==> src/rtl/rr_fair_arbiter.sv <==
// Round-robin arbiter with a bounded hold time per owner, registered one-hot grants
// and per-requester wait counters that raise a sticky starvation flag.
module rr_fair_arbiter #(
  parameter int N          = 2,
  parameter int MAX_HOLD   = 4,
  parameter int WAIT_LIMIT = 5,
  localparam int IW        = (N > 1) ? $clog2(N) : 1,
  localparam int HW        = (MAX_HOLD > 1) ? $clog2(MAX_HOLD + 1) : 1,
  localparam int WW        = $clog2(WAIT_LIMIT + 2)
) (
  input  logic          clk,
  input  logic          rst,
  input  logic [N-1:0]  req,
  output logic [N-1:0]  grant,
  output logic          grant_valid,
  output logic [IW-1:0] grant_id,
  output logic          starve
);

  localparam logic [0:0] IDLE = 1'b0;
  localparam logic [0:0] OWN  = 1'b1;

  localparam logic [WW-1:0] WAIT_MAX  = '1;
  localparam logic [WW-1:0] WAIT_TRIP = WW'(WAIT_LIMIT + 1);

  logic [0:0]    state, nxt_state;
  logic [IW-1:0] ptr, nxt_ptr;
  logic [HW-1:0] hold_cnt, nxt_hold;
  logic [N-1:0]  nxt_grant;
  logic [IW-1:0] nxt_id;
  logic [N-1:0]  others;
  logic          pick_found;
  logic [IW-1:0] pick_idx;
  logic          load;

  logic [WW-1:0] wait_cnt     [N];
  logic [WW-1:0] nxt_wait_cnt [N];
  logic          starve_hit;

  // First requester in mask at or after start, wrapping modulo N.
  function automatic logic [IW:0] pick(input logic [N-1:0] mask, input logic [IW-1:0] start);
    logic [IW:0] r;
    int          idx;
    r = '0;
    for (int i = N - 1; i >= 0; i--) begin
      idx = (int'(start) + i) % N;
      if (mask[idx]) r = {1'b1, IW'(idx)};
    end
    return r;
  endfunction

  // grant is zero in IDLE, so this is "all requests" there and "all but the owner" in OWN.
  assign others = req & ~grant;
  assign {pick_found, pick_idx} = pick(others, ptr);

  // NOTE: every comb output gets a default first so no path leaves it unassigned (no latch).
  always_comb begin
    nxt_state = state;
    nxt_grant = grant;
    nxt_id    = grant_id;
    nxt_hold  = hold_cnt;
    nxt_ptr   = ptr;
    load      = 1'b0;
    case (state)
      IDLE: load = pick_found;
      OWN: begin
        if (!req[grant_id]) begin
          if (pick_found) begin
            load = 1'b1;
          end else begin
            nxt_state = IDLE;
            nxt_grant = '0;
            nxt_id    = '0;
            nxt_hold  = '0;
          end
        end else if (hold_cnt == HW'(MAX_HOLD) && pick_found) begin
          load = 1'b1;
        end else if (hold_cnt != HW'(MAX_HOLD)) begin
          nxt_hold = hold_cnt + HW'(1);
        end
      end
      default: nxt_state = IDLE;
    endcase
    if (load) begin
      nxt_state = OWN;
      nxt_grant = N'(1) << pick_idx;
      nxt_id    = pick_idx;
      nxt_hold  = HW'(1);
      nxt_ptr   = (pick_idx == IW'(N - 1)) ? '0 : pick_idx + IW'(1);
    end
  end

  always_comb begin
    starve_hit = 1'b0;
    for (int i = 0; i < N; i++) begin
      nxt_wait_cnt[i] = '0;
      if (req[i] && !grant[i])
        nxt_wait_cnt[i] = (wait_cnt[i] == WAIT_MAX) ? WAIT_MAX : wait_cnt[i] + WW'(1);
      if (nxt_wait_cnt[i] >= WAIT_TRIP) starve_hit = 1'b1;
    end
  end

  // NOTE: sequential state uses non-blocking assignments only; the wait-counter
  // array is small and must start at zero, so it is reset along with everything else.
  always_ff @(posedge clk or posedge rst) begin
    if (rst) begin
      state       <= IDLE;
      ptr         <= '0;
      hold_cnt    <= '0;
      grant       <= '0;
      grant_valid <= 1'b0;
      grant_id    <= '0;
      starve      <= 1'b0;
      for (int i = 0; i < N; i++) wait_cnt[i] <= '0;
    end else begin
      state       <= nxt_state;
      ptr         <= nxt_ptr;
      hold_cnt    <= nxt_hold;
      grant       <= nxt_grant;
      grant_valid <= |nxt_grant;
      grant_id    <= nxt_id;
      starve      <= starve | starve_hit;
      for (int i = 0; i < N; i++) wait_cnt[i] <= nxt_wait_cnt[i];
    end
  end

endmodule

==> config.mk <==
export PLATFORM = sky130hd
export DESIGN_NAME = rr_fair_arbiter
export DESIGN_NICKNAME = d
export VERILOG_FILES = /design/src/rtl/rr_fair_arbiter.sv
export SDC_FILE = /design/constraint.sdc
export NUM_CORES = 1
export LEC_CHECK = 0
export ABC_CLOCK_PERIOD_IN_PS = 3600
export CORE_MARGIN = 10
export CORE_UTILIZATION = 30
export DETAILED_ROUTE_END_ITERATION = 8
export PLACE_DENSITY = 0.55
export SLEW_MARGIN = 30
export SYNTH_ARGS = -nofsm -noshare
export SYNTH_HDL_FRONTEND = slang
export SYNTH_SLANG_ARGS = --single-unit
==> constraint.sdc <==
create_clock -name clk -period 3.6 [get_ports clk]
set_input_delay 0.36 -clock clk [delete_from_list [all_inputs] [get_ports clk]]
set_output_delay 0.36 -clock clk [all_outputs]
set_load 0.02 [all_outputs]
### Word-level counts from Yosys, hierarchy flattened

Cells that the tools add are included.
W data, S select, Z words.

| storage, ports and cells | value |
|---|---|
| output and inout bits | 5 |
| bits in registers | 16 |
| word-level logic and storage cells | 80 |

| operators by class | value |
|---|---|
| bitwise logic cells | 5 |
| eq/ne operators | 9 |
| $lt $le $gt $ge | 5 |
| muxes and demuxes | 37 |
| add/subtract/negate cells | 5 |
| shift operators | 1 |
| reductions and logical operators | 9 |

Operators with widths:

| kind | number |
|---|---|
| $mux W3 | 10 |
| $mux W1 | 20 |
| $mux W2 | 6 |
| $add A3 B1 Y3 const B | 3 |
| $eq A3 B3 Y1 const B | 3 |
| $ge A3 B3 Y1 const B | 2 |
| $ne A3 B3 Y1 const B | 2 |
| $lt A1 B2 Y1 const B | 2 |
| $reduce_and A4 Y1 | 1 |
| $logic_and A1 B1 Y1 | 3 |
| $lt A2 B3 Y1 const B | 1 |
| $ne A3 B1 Y1 const B | 1 |
| $ne A3 B2 Y1 const B | 1 |
| $reduce_and A3 Y1 | 1 |
| $add A1 B1 Y1 const B | 2 |
| $and A2 B2 Y2 | 1 |
| $logic_not A1 Y1 | 2 |
| $ne A2 B1 Y1 const B | 1 |
| $ne A2 B2 Y1 const B | 1 |
| $not A2 Y2 | 1 |
| $pmux W1 S2 | 1 |
| $reduce_bool A2 Y1 | 1 |
| $reduce_or A2 Y1 | 1 |
| $shl A1 B1 Y2 const A | 1 |
| other kinds (3) | 3 |

### Longest topological paths before layout

| logic depth | value |
|---|---|
| word-level depth | 13 |
| gate-level depth with buffers | 7 |

### Worst setup path before layout

OpenSTA, ideal clock, no wires.

| timing path | value |
|---|---|
| path type | reg2reg |
| start | register wait_cnt[3] (netlist name) |
| end | register starve |
| cell stages (with the launch flop) | 4 |
| path buffers | 0 |
| arrival | 1333 ps |
| slack | 2141 ps |
| required time | 3474 ps |
| cells stage by stage | dfrtp_1 -> ha_1 -> maj3_1 -> a221o_1 |

| between the ends | value |
|---|---|
| word-level cells in the longest chain between the ends | 7 |

RTL lines:

| item | RTL line | source |
|---|---|---|
| start, declared | 36 | `logic [WW-1:0] wait_cnt [N];` |
| $add A3 B1 Y3 / $eq A3 B3 Y1 (equally long branches) | 98 | `nxt_wait_cnt[i] = (wait_cnt[i] == WAIT_MAX) ? WAIT_MAX : wait_cnt[i] + WW'(1);` |
| $mux W3 (*) | 98 |  |
| $mux W3 (*) | 97 | `if (req[i] && !grant[i])` |
| $ge A3 B3 Y1 (*) | 99 | `if (nxt_wait_cnt[i] >= WAIT_TRIP) starve_hit = 1'b1;` |
| $mux W1 (*) (2 in series) | 99 |  |
| $or A1 B1 Y1 (*) | 122 | `starve <= starve \| starve_hit;` |
| end signal, assigned | 122 |  |
| end, declared | 17 | `output logic starve` |

Every way passes the cells marked *; elsewhere a longest branch is shown, timed or not.
A chain may end at the register's enable or synchronous reset.

### Worst setup path after layout

| timing path | value |
|---|---|
| start | register grant[1] |
| end | output grant[1] |

RTL lines:

| item | RTL line | source |
|---|---|---|
| start, declared | 14 | `output logic [N-1:0] grant,` |
| start signal, assigned | 119 | `grant <= nxt_grant;` |

No word-level cell between the ends.

==> results.md <==
- Outcome: completed
- Max Buffers Root-to-Sink: 2
- Tcrit/Tclk final: about half
- # port buffers: 8
- Data required, critical path: about 3200 ps
- Cells after synthesis: 80
- Worst-skew pair later-pin latency: slightly below 300 ps
- Reg-to-Reg Start: hold_cnt[0]
- Routed len/inst: around 13 microns
- Max-Cap Viols: 0
- Critical path's slowest cell: clkdlybuf4s50_1
- Yosys reg bits: 16
- First-pass GRT wire length: 3.03 mm
- Fmax: approximately 0.56 GHz
- Startpoint Class: register
- Final WL: 1.61 mm
- Pin count of the biggest net entering global routing: 17
- Die ar.: 5200 sq um
- Leakage: approximately 0.41 nW
- CTS root buf: clkbuf_4
- Final instance area: 952 sq um
- Most common cell after layout, fill and taps aside: dfrtp_1
- CP Data Arrival Time: roughly 1400 ps
- Remaining Overflow, GRT: 0
- DR vias: a little over 600
- Filler cells: between 200 and 300
- Worst Max-Slew Pin Slew: between 600 and 700 ps
- Post-DP Area: just over 900 sq um
- Setup TNS: 0 ps
- I/O Pins: 9
- Power density over the cells: roughly 790 nW/um^2
- ANT cells: 0
- Clock transition at the registers of the reported paths: 90 ps
- H-tree levels: 1
- Hold Fails Final Rpt: 0
- Hold-fix buffers, CTS: 0
- Launch point of the critical path: grant[1]
- Final Util: roughly 37%
- CP bufs+invs: 1
- Clock sink total: 16
- Starting Density: 32.0%
- VDD IR-drop max: approximately 0.45 mV
- Min-delay worst type: input port to asynchronous set/reset pin
- P&R area growth vs syn: 16.9%
- Final min period: 1770 ps
- Cts bufs inserted: 3
- Core Region: 2540 sq um
- Initial antenna violation count: 0
- RePlAce Congestion: 0.829
- CP Class: register to output pin
- Setup violators final: 0
- Sequential-to-total area share from yosys stat: between 40% and 50%
- CTS resizes: 0
- # DRC: 0
- Overall routing resource usage: roughly 7.1%
- Drt first-iter violations: 5
- Die width: between 70 and 80 microns
- DP Worst Slack: 1790 ps
- Critical path peak fanout: 7
- Synth Cell Area: approximately 810 sq um
- First-pass DRT Iterations: 4
- Worst setup margin: ~1800 ps
- NumNets Final: approximately 100
- Top delay family on crit path: buffers and inverters
- DR vias/cell: 5.19
- Syn Nets: 88
- Final Slew Violations: 0
- Layout cells sized above 1: 7.78%
- Row count: 18
- CTS tree: done
- Die Ht: 72.1 microns
- Yosys cell types: 29
- Endpoint type of the worst setup path: output pin
- # Post-CTS Setup Buffers: 0
- RSZ-0062 raised after global routing: no
- Number of global-route vias before repair: 668
- Most frequent cells in the layout: dfrtp_1 (16), nor2_1 (8), clkdlybuf4s50_1 (8)
- Clock Skews: between 1.5 and 2 ps
- Crit path cell chain: clkdlybuf4s50_1
- Final HPWL DP: about 1.2 mm
- Syn Area/Cell: between 10 and 15 sq um
- Syn. warnings: 0
- Rel. slew slack: about three fifths
- Crit-path max cell delay: about 650 ps
- Routed Antenna Nets: 0
==> final cells by class <==
cell class | count | area (sq um) | area share, %
timing repair buffer | 8 | 80.1 | 8.41
clock buffer | 4 | 36.3 | 3.81
inverter | 5 | 18.8 | 1.97
tap | 30 | 37.5 | 3.94
multi-input combinational | 57 | 379 | 39.8
sequential | 16 | 400 | 42.0
==> kinds of logic after synthesis <==
kind of cell / after synthesis / synth area share [%]
and+or+nand+nor: 26 / 16.3
AOI/OAI and AO/OA: 24 / 18.9
DFF: 16 / 49.2
buffers and inverters: 7 / 4.30
adders and majority gates: 6 / 8.60
muxes: 1 / 2.76
==> path summary, 6_finish.rpt <==
path | to | slack, ps | cells after the start
worst max-delay path | grant[1] | 1830 | 1
worst min-delay path | wait_cnt[4] | 440 | 2
worst max register to register | grant[0] | 2010 | 6
worst min register to register | wait_cnt[3] | 450 | 1
max in group asynchronous | wait_cnt[5] | 2770 | 2
min in group clk | wait_cnt[3] | 450 | 1
==> metal layers <==
metal | global-route usage (%) | up-vias | part of all wire (%)
met5 | 0 | - | 0
met2 | 11.9 | 10 | 49
met1 | 7.76 | 302 | 46
met3 | 3.40 | 4 | 3.9
met4 | 2.15 | 0 | 1.4
li1 | - | 307 | -
==> Yosys cell counts, drive strengths merged <==
library cell  instances  area [sq um]
a211o                 1          8.76
a21boi                1          7.51
a21oi                 5          25.0
a221o                 1          10.0
a22oi                 1          7.51
a32o                  1          10.0
a32oi                 1          8.76
buf                   2          16.3
dfrtp                16           400
ha                    4          50.1
inv                   5          18.8
maj3                  2          20.0
mux2i                 1          22.5
nand2                 6          22.5
nand2b                2          12.5
nand3                 5          30.0
nand4b                1          8.76
nor2                  8          30.0
nor2b                 3          21.3
nor3b                 1          7.51
o211ai                1          7.51
o21ai                 8          40.0
o22a                  1          8.76
o22ai                 2          12.5
o31ai                 1          7.51
==> power by group <==
group	switching, W	internal (W)	total, W
Sequential	0.0000668	0.000244	0.000311
Combinational	0.000168	0.000149	0.000317
Clock	0.0000583	0.0000616	0.000120
Total	0.000293	0.000454	0.000747
==> sequential cells by signal (all words and copies together) (netlist names) <==
register,count
starve,1
grant_id,1
ptr,1
grant_valid,1
state,1
hold_cnt,3
grant,2
wait_cnt,6
==> metrics by stage <==
step / std cells / power (W) / hold slack (ps)
after detailed placement: 116 / 0.000635 / 444
after global placement: 116 / 0.000634 / 443
after CTS: 120 / 0.000758 / 458
after floorplan: 80 / 0.000533 / 274
after global routing: 120 / 0.000818 / 490
final: 120 / 0.000747 / 436
No activity file was read; power rests on OpenSTA's default activity.
